## src/rtl/spi_slave_word.sv

```systemverilog
// SPI slave with configurable word width and SPI mode, oversampled in the clk_i domain.
// Optional sticky error flags are built when SPIS_ERR_FLAGS_EN is defined.
`timescale 1ns/1ps

module spi_slave_word #(
  parameter int DATA_W      = 8,
  parameter int CPOL        = 0,
  parameter int CPHA        = 0,
  parameter int SYNC_STAGES = 2
) (
  input  logic              clk_i,
  input  logic              rst_n_i,
  input  logic              spi_sck_i,
  input  logic              spi_cs_i,
  input  logic              spi_mosi_i,
  output logic              spi_miso_o,
  output logic              spi_miso_oe_o,
  input  logic [DATA_W-1:0] tx_data_i,
  input  logic              tx_valid_i,
  output logic              tx_ready_o,
  output logic [DATA_W-1:0] rx_data_o,
  output logic              rx_valid_o,
  input  logic              rx_ready_i,
  output logic              busy_o,
  output logic              overrun_o,
  output logic              underrun_o
);

  localparam int               CNT_W      = $clog2(DATA_W);
  localparam logic [CNT_W-1:0] CNT_LAST   = CNT_W'(DATA_W - 1);
  localparam logic [CNT_W-1:0] CNT_ZERO   = CNT_W'(0);
  localparam logic [CNT_W-1:0] CNT_ONE    = CNT_W'(1);
  localparam logic             SCK_IDLE   = (CPOL != 0) ? 1'b1 : 1'b0;
  localparam logic             LOAD_AT_CS = (CPHA == 0) ? 1'b1 : 1'b0;

  typedef enum logic [0:0] {
    ST_IDLE   = 1'b0,
    ST_ACTIVE = 1'b1
  } state_t;

  // An empty transmit slot is filled with all ones so the master sees an idle line.
  function automatic logic [DATA_W-1:0] tx_word(input logic valid, input logic [DATA_W-1:0] data);
    logic [DATA_W-1:0] word;
    if (valid) begin
      word = data;
    end else begin
      word = {DATA_W{1'b1}};
    end
    return word;
  endfunction

  logic [SYNC_STAGES-1:0] sck_sync_r;
  logic [SYNC_STAGES-1:0] cs_sync_r;
  logic [SYNC_STAGES-1:0] mosi_sync_r;
  logic                   sck_prev_r;
  logic                   cs_prev_r;

  logic                   sck_now_s;
  logic                   cs_now_s;
  logic                   mosi_now_s;
  logic                   sck_rise_s;
  logic                   sck_fall_s;
  logic                   cs_fall_s;
  logic                   cs_rise_s;
  logic                   sample_edge_s;
  logic                   shift_edge_s;
  logic                   active_s;
  logic                   do_sample_s;
  logic                   do_shift_s;
  logic                   load_pt_s;

  state_t                 state_r;
  logic [CNT_W-1:0]       bit_cnt_r;
  logic [DATA_W-1:0]      rx_shift_r;
  logic [DATA_W-1:0]      tx_shift_r;
  logic                   word_done_r;
  logic [DATA_W-1:0]      rx_data_r;
  logic                   rx_valid_r;
  logic                   tx_ready_r;
  logic                   busy_r;
  logic                   miso_oe_r;

  // Synchronisers reset to the inactive bus levels so release from reset creates no edge.
  always_ff @(posedge clk_i or negedge rst_n_i) begin
    if (!rst_n_i) begin
      sck_sync_r  <= {SYNC_STAGES{SCK_IDLE}};
      cs_sync_r   <= {SYNC_STAGES{1'b1}};
      mosi_sync_r <= {SYNC_STAGES{1'b0}};
      sck_prev_r  <= SCK_IDLE;
      cs_prev_r   <= 1'b1;
    end else begin
      sck_sync_r  <= {sck_sync_r[SYNC_STAGES-2:0], spi_sck_i};
      cs_sync_r   <= {cs_sync_r[SYNC_STAGES-2:0], spi_cs_i};
      mosi_sync_r <= {mosi_sync_r[SYNC_STAGES-2:0], spi_mosi_i};
      sck_prev_r  <= sck_sync_r[SYNC_STAGES-1];
      cs_prev_r   <= cs_sync_r[SYNC_STAGES-1];
    end
  end

  assign sck_now_s  = sck_sync_r[SYNC_STAGES-1];
  assign cs_now_s   = cs_sync_r[SYNC_STAGES-1];
  assign mosi_now_s = mosi_sync_r[SYNC_STAGES-1];

  // Map raw SCK edges onto sample/shift edges for the configured mode.
  always_comb begin
    sck_rise_s    = sck_now_s & ~sck_prev_r;
    sck_fall_s    = ~sck_now_s & sck_prev_r;
    cs_fall_s     = ~cs_now_s & cs_prev_r;
    cs_rise_s     = cs_now_s & ~cs_prev_r;
    sample_edge_s = 1'b0;
    shift_edge_s  = 1'b0;
    if (LOAD_AT_CS == (SCK_IDLE == 1'b0)) begin
      sample_edge_s = sck_rise_s;
      shift_edge_s  = sck_fall_s;
    end else begin
      sample_edge_s = sck_fall_s;
      shift_edge_s  = sck_rise_s;
    end
  end

  // CS rise has priority over any SCK activity in the same cycle.
  always_comb begin
    active_s    = (state_r == ST_ACTIVE);
    do_sample_s = active_s & ~cs_rise_s & sample_edge_s;
    do_shift_s  = active_s & ~cs_rise_s & shift_edge_s;
    load_pt_s   = (~active_s & cs_fall_s & LOAD_AT_CS) |
                  (do_shift_s & (bit_cnt_r == CNT_ZERO));
  end

  // Frame FSM with shift registers, bit counter and rx/tx handshakes.
  always_ff @(posedge clk_i or negedge rst_n_i) begin
    if (!rst_n_i) begin
      state_r     <= ST_IDLE;
      bit_cnt_r   <= CNT_ZERO;
      rx_shift_r  <= {DATA_W{1'b0}};
      tx_shift_r  <= {DATA_W{1'b0}};
      word_done_r <= 1'b0;
      rx_data_r   <= {DATA_W{1'b0}};
      rx_valid_r  <= 1'b0;
      tx_ready_r  <= 1'b0;
      busy_r      <= 1'b0;
      miso_oe_r   <= 1'b0;
    end else begin
      tx_ready_r  <= load_pt_s & tx_valid_i;
      word_done_r <= do_sample_s & (bit_cnt_r == CNT_LAST);

      case (state_r)
        ST_IDLE: begin
          if (cs_fall_s) begin
            state_r    <= ST_ACTIVE;
            busy_r     <= 1'b1;
            miso_oe_r  <= 1'b1;
            bit_cnt_r  <= CNT_ZERO;
            rx_shift_r <= {DATA_W{1'b0}};
            if (load_pt_s) begin
              tx_shift_r <= tx_word(tx_valid_i, tx_data_i);
            end
          end
        end
        ST_ACTIVE: begin
          if (cs_rise_s) begin
            // Abort: partial word dropped, loaded tx word is not kept for the next frame.
            state_r    <= ST_IDLE;
            busy_r     <= 1'b0;
            miso_oe_r  <= 1'b0;
            bit_cnt_r  <= CNT_ZERO;
            rx_shift_r <= {DATA_W{1'b0}};
            tx_shift_r <= {DATA_W{1'b0}};
          end else begin
            if (do_sample_s) begin
              rx_shift_r <= {rx_shift_r[DATA_W-2:0], mosi_now_s};
              if (bit_cnt_r == CNT_LAST) begin
                bit_cnt_r <= CNT_ZERO;
              end else begin
                bit_cnt_r <= bit_cnt_r + CNT_ONE;
              end
            end
            if (load_pt_s) begin
              tx_shift_r <= tx_word(tx_valid_i, tx_data_i);
            end else if (do_shift_s) begin
              tx_shift_r <= {tx_shift_r[DATA_W-2:0], 1'b0};
            end
          end
        end
        default: begin
          state_r    <= ST_IDLE;
          busy_r     <= 1'b0;
          miso_oe_r  <= 1'b0;
          bit_cnt_r  <= CNT_ZERO;
          tx_shift_r <= {DATA_W{1'b0}};
        end
      endcase

      if (word_done_r) begin
        rx_data_r  <= rx_shift_r;
        rx_valid_r <= 1'b1;
      end else if (rx_valid_r && rx_ready_i) begin
        rx_valid_r <= 1'b0;
      end
    end
  end

  assign spi_miso_o    = tx_shift_r[DATA_W-1];
  assign spi_miso_oe_o = miso_oe_r;
  assign tx_ready_o    = tx_ready_r;
  assign rx_data_o     = rx_data_r;
  assign rx_valid_o    = rx_valid_r;
  assign busy_o        = busy_r;

`ifdef SPIS_ERR_FLAGS_EN
  logic overrun_r;
  logic underrun_r;

  // Sticky error flags; a new frame start clears them unless an event fires that cycle.
  always_ff @(posedge clk_i or negedge rst_n_i) begin
    if (!rst_n_i) begin
      overrun_r  <= 1'b0;
      underrun_r <= 1'b0;
    end else begin
      overrun_r  <= (word_done_r & rx_valid_r & ~rx_ready_i) | (overrun_r & ~cs_fall_s);
      underrun_r <= (load_pt_s & ~tx_valid_i) | (underrun_r & ~cs_fall_s);
    end
  end

  assign overrun_o  = overrun_r;
  assign underrun_o = underrun_r;
`else
  assign overrun_o  = 1'b0;
  assign underrun_o = 1'b0;
`endif

endmodule

```

## config.mk

```make
export PLATFORM = sky130hd
export DESIGN_NAME = spi_slave_word
export DESIGN_NICKNAME = d
export VERILOG_FILES = /design/src/rtl/spi_slave_word.sv
export SDC_FILE = /design/constraint.sdc
export NUM_CORES = 1
export LEC_CHECK = 0
export ABC_AREA = 1
export ABC_CLOCK_PERIOD_IN_PS = 1400
export CORE_ASPECT_RATIO = 1.25
export CORE_MARGIN = 1.5
export CORE_UTILIZATION = 49
export CTS_BUF_LIST = sky130_fd_sc_hd__clkbuf_8
export CTS_CLUSTER_DIAMETER = 50
export CTS_CLUSTER_SIZE = 40
export DETAILED_ROUTE_END_ITERATION = 6
export PLACE_DENSITY_LB_ADDON = 0.05
export SETUP_SLACK_MARGIN = 0.1
export SLEW_MARGIN = 0
export SYNTH_ARGS = -nofsm -noshare
export SYNTH_HDL_FRONTEND = slang
export SYNTH_SLANG_ARGS = --single-unit
```

## constraint.sdc

```tcl
create_clock -name clk_i -period 1.4 [get_ports clk_i]
set_input_delay 0.21 -clock clk_i [delete_from_list [all_inputs] [get_ports clk_i]]
set_output_delay 0.21 -clock clk_i [all_outputs]
set_load 0.1 [all_outputs]
```

==> results of run 1 <==
final cells by class:
class / count / area (um2)
repair buffers: 39 / 517
multi-input cells: 121 / 736
clock inverters: 3 / 42.5
fillers: 261 / 963
inverters: 27 / 101
clock buffers: 5 / 68.8
flip-flops and latches: 40 / 1010
well taps: 39 / 48.8
stage by stage:
stage               TNS (ns)  hold WS, ns  power [mW]  utilization (%)
floorplan                  0      -0.0856        2.08                -
global placement           0        0.169        2.36             63.8
detailed placement   -0.0133        0.179        2.40             63.8
CTS                        0        0.309        3.44             70.0
global route               0        0.314        3.73             72.3
finish                     0        0.319        3.53             72.3
worst reg2reg max path: cells and delay by family, from the launching register on:
kind	cells	cell delay, ns
adders and majority gates	1	0.14
buffers and inverters	3	0.19
AOI/OAI and AO/OA	1	0.04
and+or+nand+nor	4	0.46
DFF	1	0.40
worst paths after layout:
| kind | start | endpoint | slack [ns] | cells past startpoint |
|---|---|---|---|---|
| max | bit_cnt_r[0] | tx_shift_r[4] | 0.08 | 9 |
| min | spi_cs_i | cs_sync_r[0] | 0.32 | 1 |
| max reg2reg | bit_cnt_r[0] | tx_shift_r[4] | 0.08 | 9 |
| min reg2reg | cs_sync_r[0] | cs_sync_r[1] | 0.36 | 0 |
| max in group asynchronous | rst_n_i | rx_data_o[7] | 0.56 | 3 |
| min in group asynchronous | rst_n_i | mosi_sync_r[1] | 0.38 | 2 |
layout by cell type, fill, tap and decap left out, types with 2 or more instances in the layout:
| cell | instances |
|---|---|
| sky130_fd_sc_hd__nand3_1 | 9 |
| sky130_fd_sc_hd__clkbuf_8 | 5 |
| sky130_fd_sc_hd__ha_1 | 2 |
| sky130_fd_sc_hd__buf_12 | 15 |
| sky130_fd_sc_hd__o21ai_2 | 2 |
| sky130_fd_sc_hd__nor2_2 | 4 |
| sky130_fd_sc_hd__or2_2 | 7 |
| sky130_fd_sc_hd__inv_1 | 18 |
| sky130_fd_sc_hd__nand2_1 | 37 |
| sky130_fd_sc_hd__nand2_2 | 10 |
| sky130_fd_sc_hd__nand2_4 | 7 |
| sky130_fd_sc_hd__conb_1 | 2 |
| sky130_fd_sc_hd__inv_2 | 9 |
| sky130_fd_sc_hd__nand3_2 | 4 |
| sky130_fd_sc_hd__o21ai_1 | 6 |
| sky130_fd_sc_hd__a21oi_2 | 6 |
| sky130_fd_sc_hd__nor2_1 | 9 |
| sky130_fd_sc_hd__dfstp_2 | 3 |
| sky130_fd_sc_hd__clkdlybuf4s50_1 | 13 |
| sky130_fd_sc_hd__buf_4 | 8 |
| sky130_fd_sc_hd__dfrtp_1 | 36 |
| sky130_fd_sc_hd__o21ai_0 | 10 |
cell families after synthesis:
kind of cell / share of synthesized area (%)
and+or+nand+nor: 22.3
adders and majority gates: 2.12
other: 0.212
DFF: 56.8
buffers and inverters: 8.70
AOI/OAI and AO/OA: 9.90
registers in the layout, indices dropped and copies added (netlist names), 2 cells and up:
name / flops
rx_data_o: 8
cs_sync_r: 2
tx_shift_r: 8
sck_sync_r: 2
bit_cnt_r: 3
mosi_sync_r: 2
rx_shift_r: 8
metal layers:
| metal | wire length (um) | vias to the layer above |
|---|---|---|
| met2 | 1950 | 35 |
| met5 | 0 | - |
| li1 | - | 673 |
| met3 | 172 | 6 |
| met1 | 1410 | 667 |
| met4 | 76 | 0 |
power breakdown:
part           internal, mW  leakage, nW  switching (mW)
registers              1.30        0.508           0.114
logic                 0.466        0.626           0.716
clock network         0.527       0.0541           0.405
total                  2.29         1.19            1.23
what timing repair did:
item	4_1_cts	5_1_grt
pin swaps	5	7
resized for setup	13	23
buffers inserted	6	1
hold buffers	1	0
gates cloned	1	0
endpoints found under the setup margin	19	21
endpoints found under the hold margin	14	0
==> run_summary.xml, run 1 <==
<?xml version="1.0" encoding="UTF-8"?>
<metrics>
  <group name="global_route">
    <metric name="grt_overflow_total" unit="">0</metric>
    <metric name="met2_capacity_usage_during_global_routing" unit="%">37.0</metric>
    <metric name="grt_pass1_wl" unit="mm">6.31</metric>
    <metric name="grt_start_max_net_pins" unit="">24</metric>
    <metric name="total_track_usage" unit="%">20.8</metric>
    <metric name="first_global_vias" unit="">1393</metric>
    <metric name="global_route.peak_usage_layer" unit="">met2</metric>
    <metric name="grt_use_met1" unit="%">22.8</metric>
    <metric name="grt_util_met3" unit="%">4.81</metric>
    <metric name="antenna_violations_before_repair" unit="">0</metric>
  </group>
  <group name="clock_tree">
    <metric name="cts_tree" unit="">built</metric>
    <metric name="deepest_clock_path_buffer_count" unit="">2</metric>
    <metric name="cts.sinks" unit="">40</metric>
    <metric name="master_cell_of_the_clock_root_buffer" unit="">sky130_fd_sc_hd__clkbuf_8</metric>
    <metric name="tritoncts.num_buffers" unit="">5</metric>
    <metric name="cts-htree-levels" unit="">2</metric>
    <metric name="worst_setup_hold_path_clk_slew" unit="ns">0.08</metric>
    <metric name="clkLatencyLatePin" unit="ns">0.30</metric>
  </group>
  <group name="logic_synthesis">
    <metric name="synth_seq_cells" unit="">40</metric>
    <metric name="synth_largest_type_area_fraction" unit="%">52.3</metric>
    <metric name="synth_sequential_area_ratio" unit="%">56.8</metric>
    <metric name="asyncSetResetFlopFracSynth" unit="%">100</metric>
    <metric name="synth_area_leaders" unit="">sky130_fd_sc_hd__dfrtp_1, sky130_fd_sc_hd__nand2_1, sky130_fd_sc_hd__inv_1</metric>
    <metric name="synthesis.yosys.warnings" unit="">0</metric>
    <metric name="syn_area" unit="um2">1770</metric>
    <metric name="synth.largest_area_cell" unit="">sky130_fd_sc_hd__dfrtp_1</metric>
    <metric name="syn_inst" unit="">193</metric>
    <metric name="synth_most_common_cell" unit="">sky130_fd_sc_hd__nand2_1</metric>
    <metric name="cell_variety_after_synth" unit="">23</metric>
    <metric name="synthFlopType" unit="">sky130_fd_sc_hd__dfrtp_1</metric>
    <metric name="post_synth.cell_area_avg" unit="um2">9.17</metric>
    <metric name="synth_enable_flop_cells" unit="">0</metric>
    <metric name="ys_top_cells_by_count" unit="">sky130_fd_sc_hd__nand2_1, sky130_fd_sc_hd__dfrtp_1, sky130_fd_sc_hd__inv_1, sky130_fd_sc_hd__o21ai_0</metric>
  </group>
  <group name="setup_path">
    <metric name="slowest_stage" unit="">sky130_fd_sc_hd__dfrtp_1</metric>
    <metric name="cp_num_buf_inv" unit="">3</metric>
    <metric name="cp_data_required_time" unit="ns">1.59</metric>
    <metric name="crit_path_end_kind" unit="">flop</metric>
    <metric name="worst_path_most_repeated_cell" unit="">sky130_fd_sc_hd__inv_2</metric>
    <metric name="worst_path_dominant_cell_family" unit="">simple AND/OR/NAND/NOR gates</metric>
    <metric name="crit_path_cell_trace" unit="">inv_2, ha_4, inv_1, nor2_2, nand2_4, nand3_1, nand2_2, inv_2, a21oi_2</metric>
    <metric name="worst_ep_arrival_time" unit="ns">1.51</metric>
    <metric name="critical_path.max_stage_delay" unit="ns">0.40</metric>
    <metric name="critical_path.startpoint_type" unit="">flop</metric>
    <metric name="timing.critical_path.fanout_max" unit="">7</metric>
    <metric name="setup.worst_path.class" unit="">reg2reg</metric>
  </group>
  <group name="timing">
    <metric name="achievable-frequency" unit="MHz">760</metric>
    <metric name="rsz0062_at_grt" unit="">true</metric>
    <metric name="timing.final.crit_share" unit="%">93.9</metric>
    <metric name="setup-violations-final" unit="">0</metric>
    <metric name="layout_setup_ws" unit="ns">0.0849</metric>
    <metric name="slew_violations" unit="">0</metric>
    <metric name="timing.final.crit_period" unit="ns">1.32</metric>
    <metric name="timing.final.hold_violations" unit="">0</metric>
    <metric name="skew" unit="ns">0.00870</metric>
  </group>
  <group name="pwr">
    <metric name="ir_drop" unit="uV">1210</metric>
    <metric name="power-per-cell-area" unit="nW/um2">1400</metric>
    <metric name="power.leakage" unit="nW">1.19</metric>
  </group>
  <group name="flow_run">
    <metric name="max_cap_violations" unit="">0</metric>
  </group>
  <group name="finish">
    <metric name="fin_area" unit="um2">2520</metric>
    <metric name="final_cell_count_no_fill" unit="">274</metric>
    <metric name="area_growth_syn_to_layout" unit="%">42.4</metric>
    <metric name="fin_nets" unit="">252</metric>
    <metric name="antenna_cells" unit="">0</metric>
    <metric name="post_route_cells_drive_above_1_share" unit="%">38.3</metric>
  </group>
  <group name="die">
    <metric name="die_area" unit="um2">3980</metric>
    <metric name="core-area" unit="um2">3480</metric>
    <metric name="floorplan.initialDensity" unit="%">50.8</metric>
    <metric name="die_x" unit="um">56.7</metric>
    <metric name="die-height" unit="um">70.2</metric>
    <metric name="fp-row-count" unit="">24</metric>
    <metric name="io-pin-count" unit="">30</metric>
  </group>
  <group name="worst_hold_path">
    <metric name="worst_hold_path_type" unit="">in2reg</metric>
  </group>
  <group name="place">
    <metric name="detailedPlace.worstSlack" unit="ns">-0.00525</metric>
    <metric name="hpwlAfterDp" unit="mm">2.41</metric>
    <metric name="placement.cell_area" unit="um2">2220</metric>
    <metric name="place_inst" unit="">257</metric>
    <metric name="placement.io_buffers" unit="">27</metric>
    <metric name="gp_congestion" unit="">0.786</metric>
  </group>
  <group name="routing">
    <metric name="route.detailed.vias_per_inst" unit="">5.04</metric>
    <metric name="ant_nets" unit="">0</metric>
    <metric name="drt_drc_violations_left" unit="">0</metric>
    <metric name="vias" unit="">1381</metric>
    <metric name="routed_wire_length_per_instance" unit="um">13.2</metric>
    <metric name="initial_drt_pass_iterations" unit="">4</metric>
    <metric name="initialDrtViolationCount" unit="">34</metric>
    <metric name="detail_route.wirelength" unit="mm">3.61</metric>
  </group>
  <group name="run_status">
    <metric name="outcome" unit="">finished clean</metric>
  </group>
</metrics>
Note: power is estimated with default switching activity, not from simulation.
==> run 2: changes to the inputs <==
- CAP_MARGIN: unset -> 20
- CTS_CLUSTER_DIAMETER: 50 -> 120
==> results of run 2 <==
No change in the layout: final DEF, timing and power equal those of run 1.
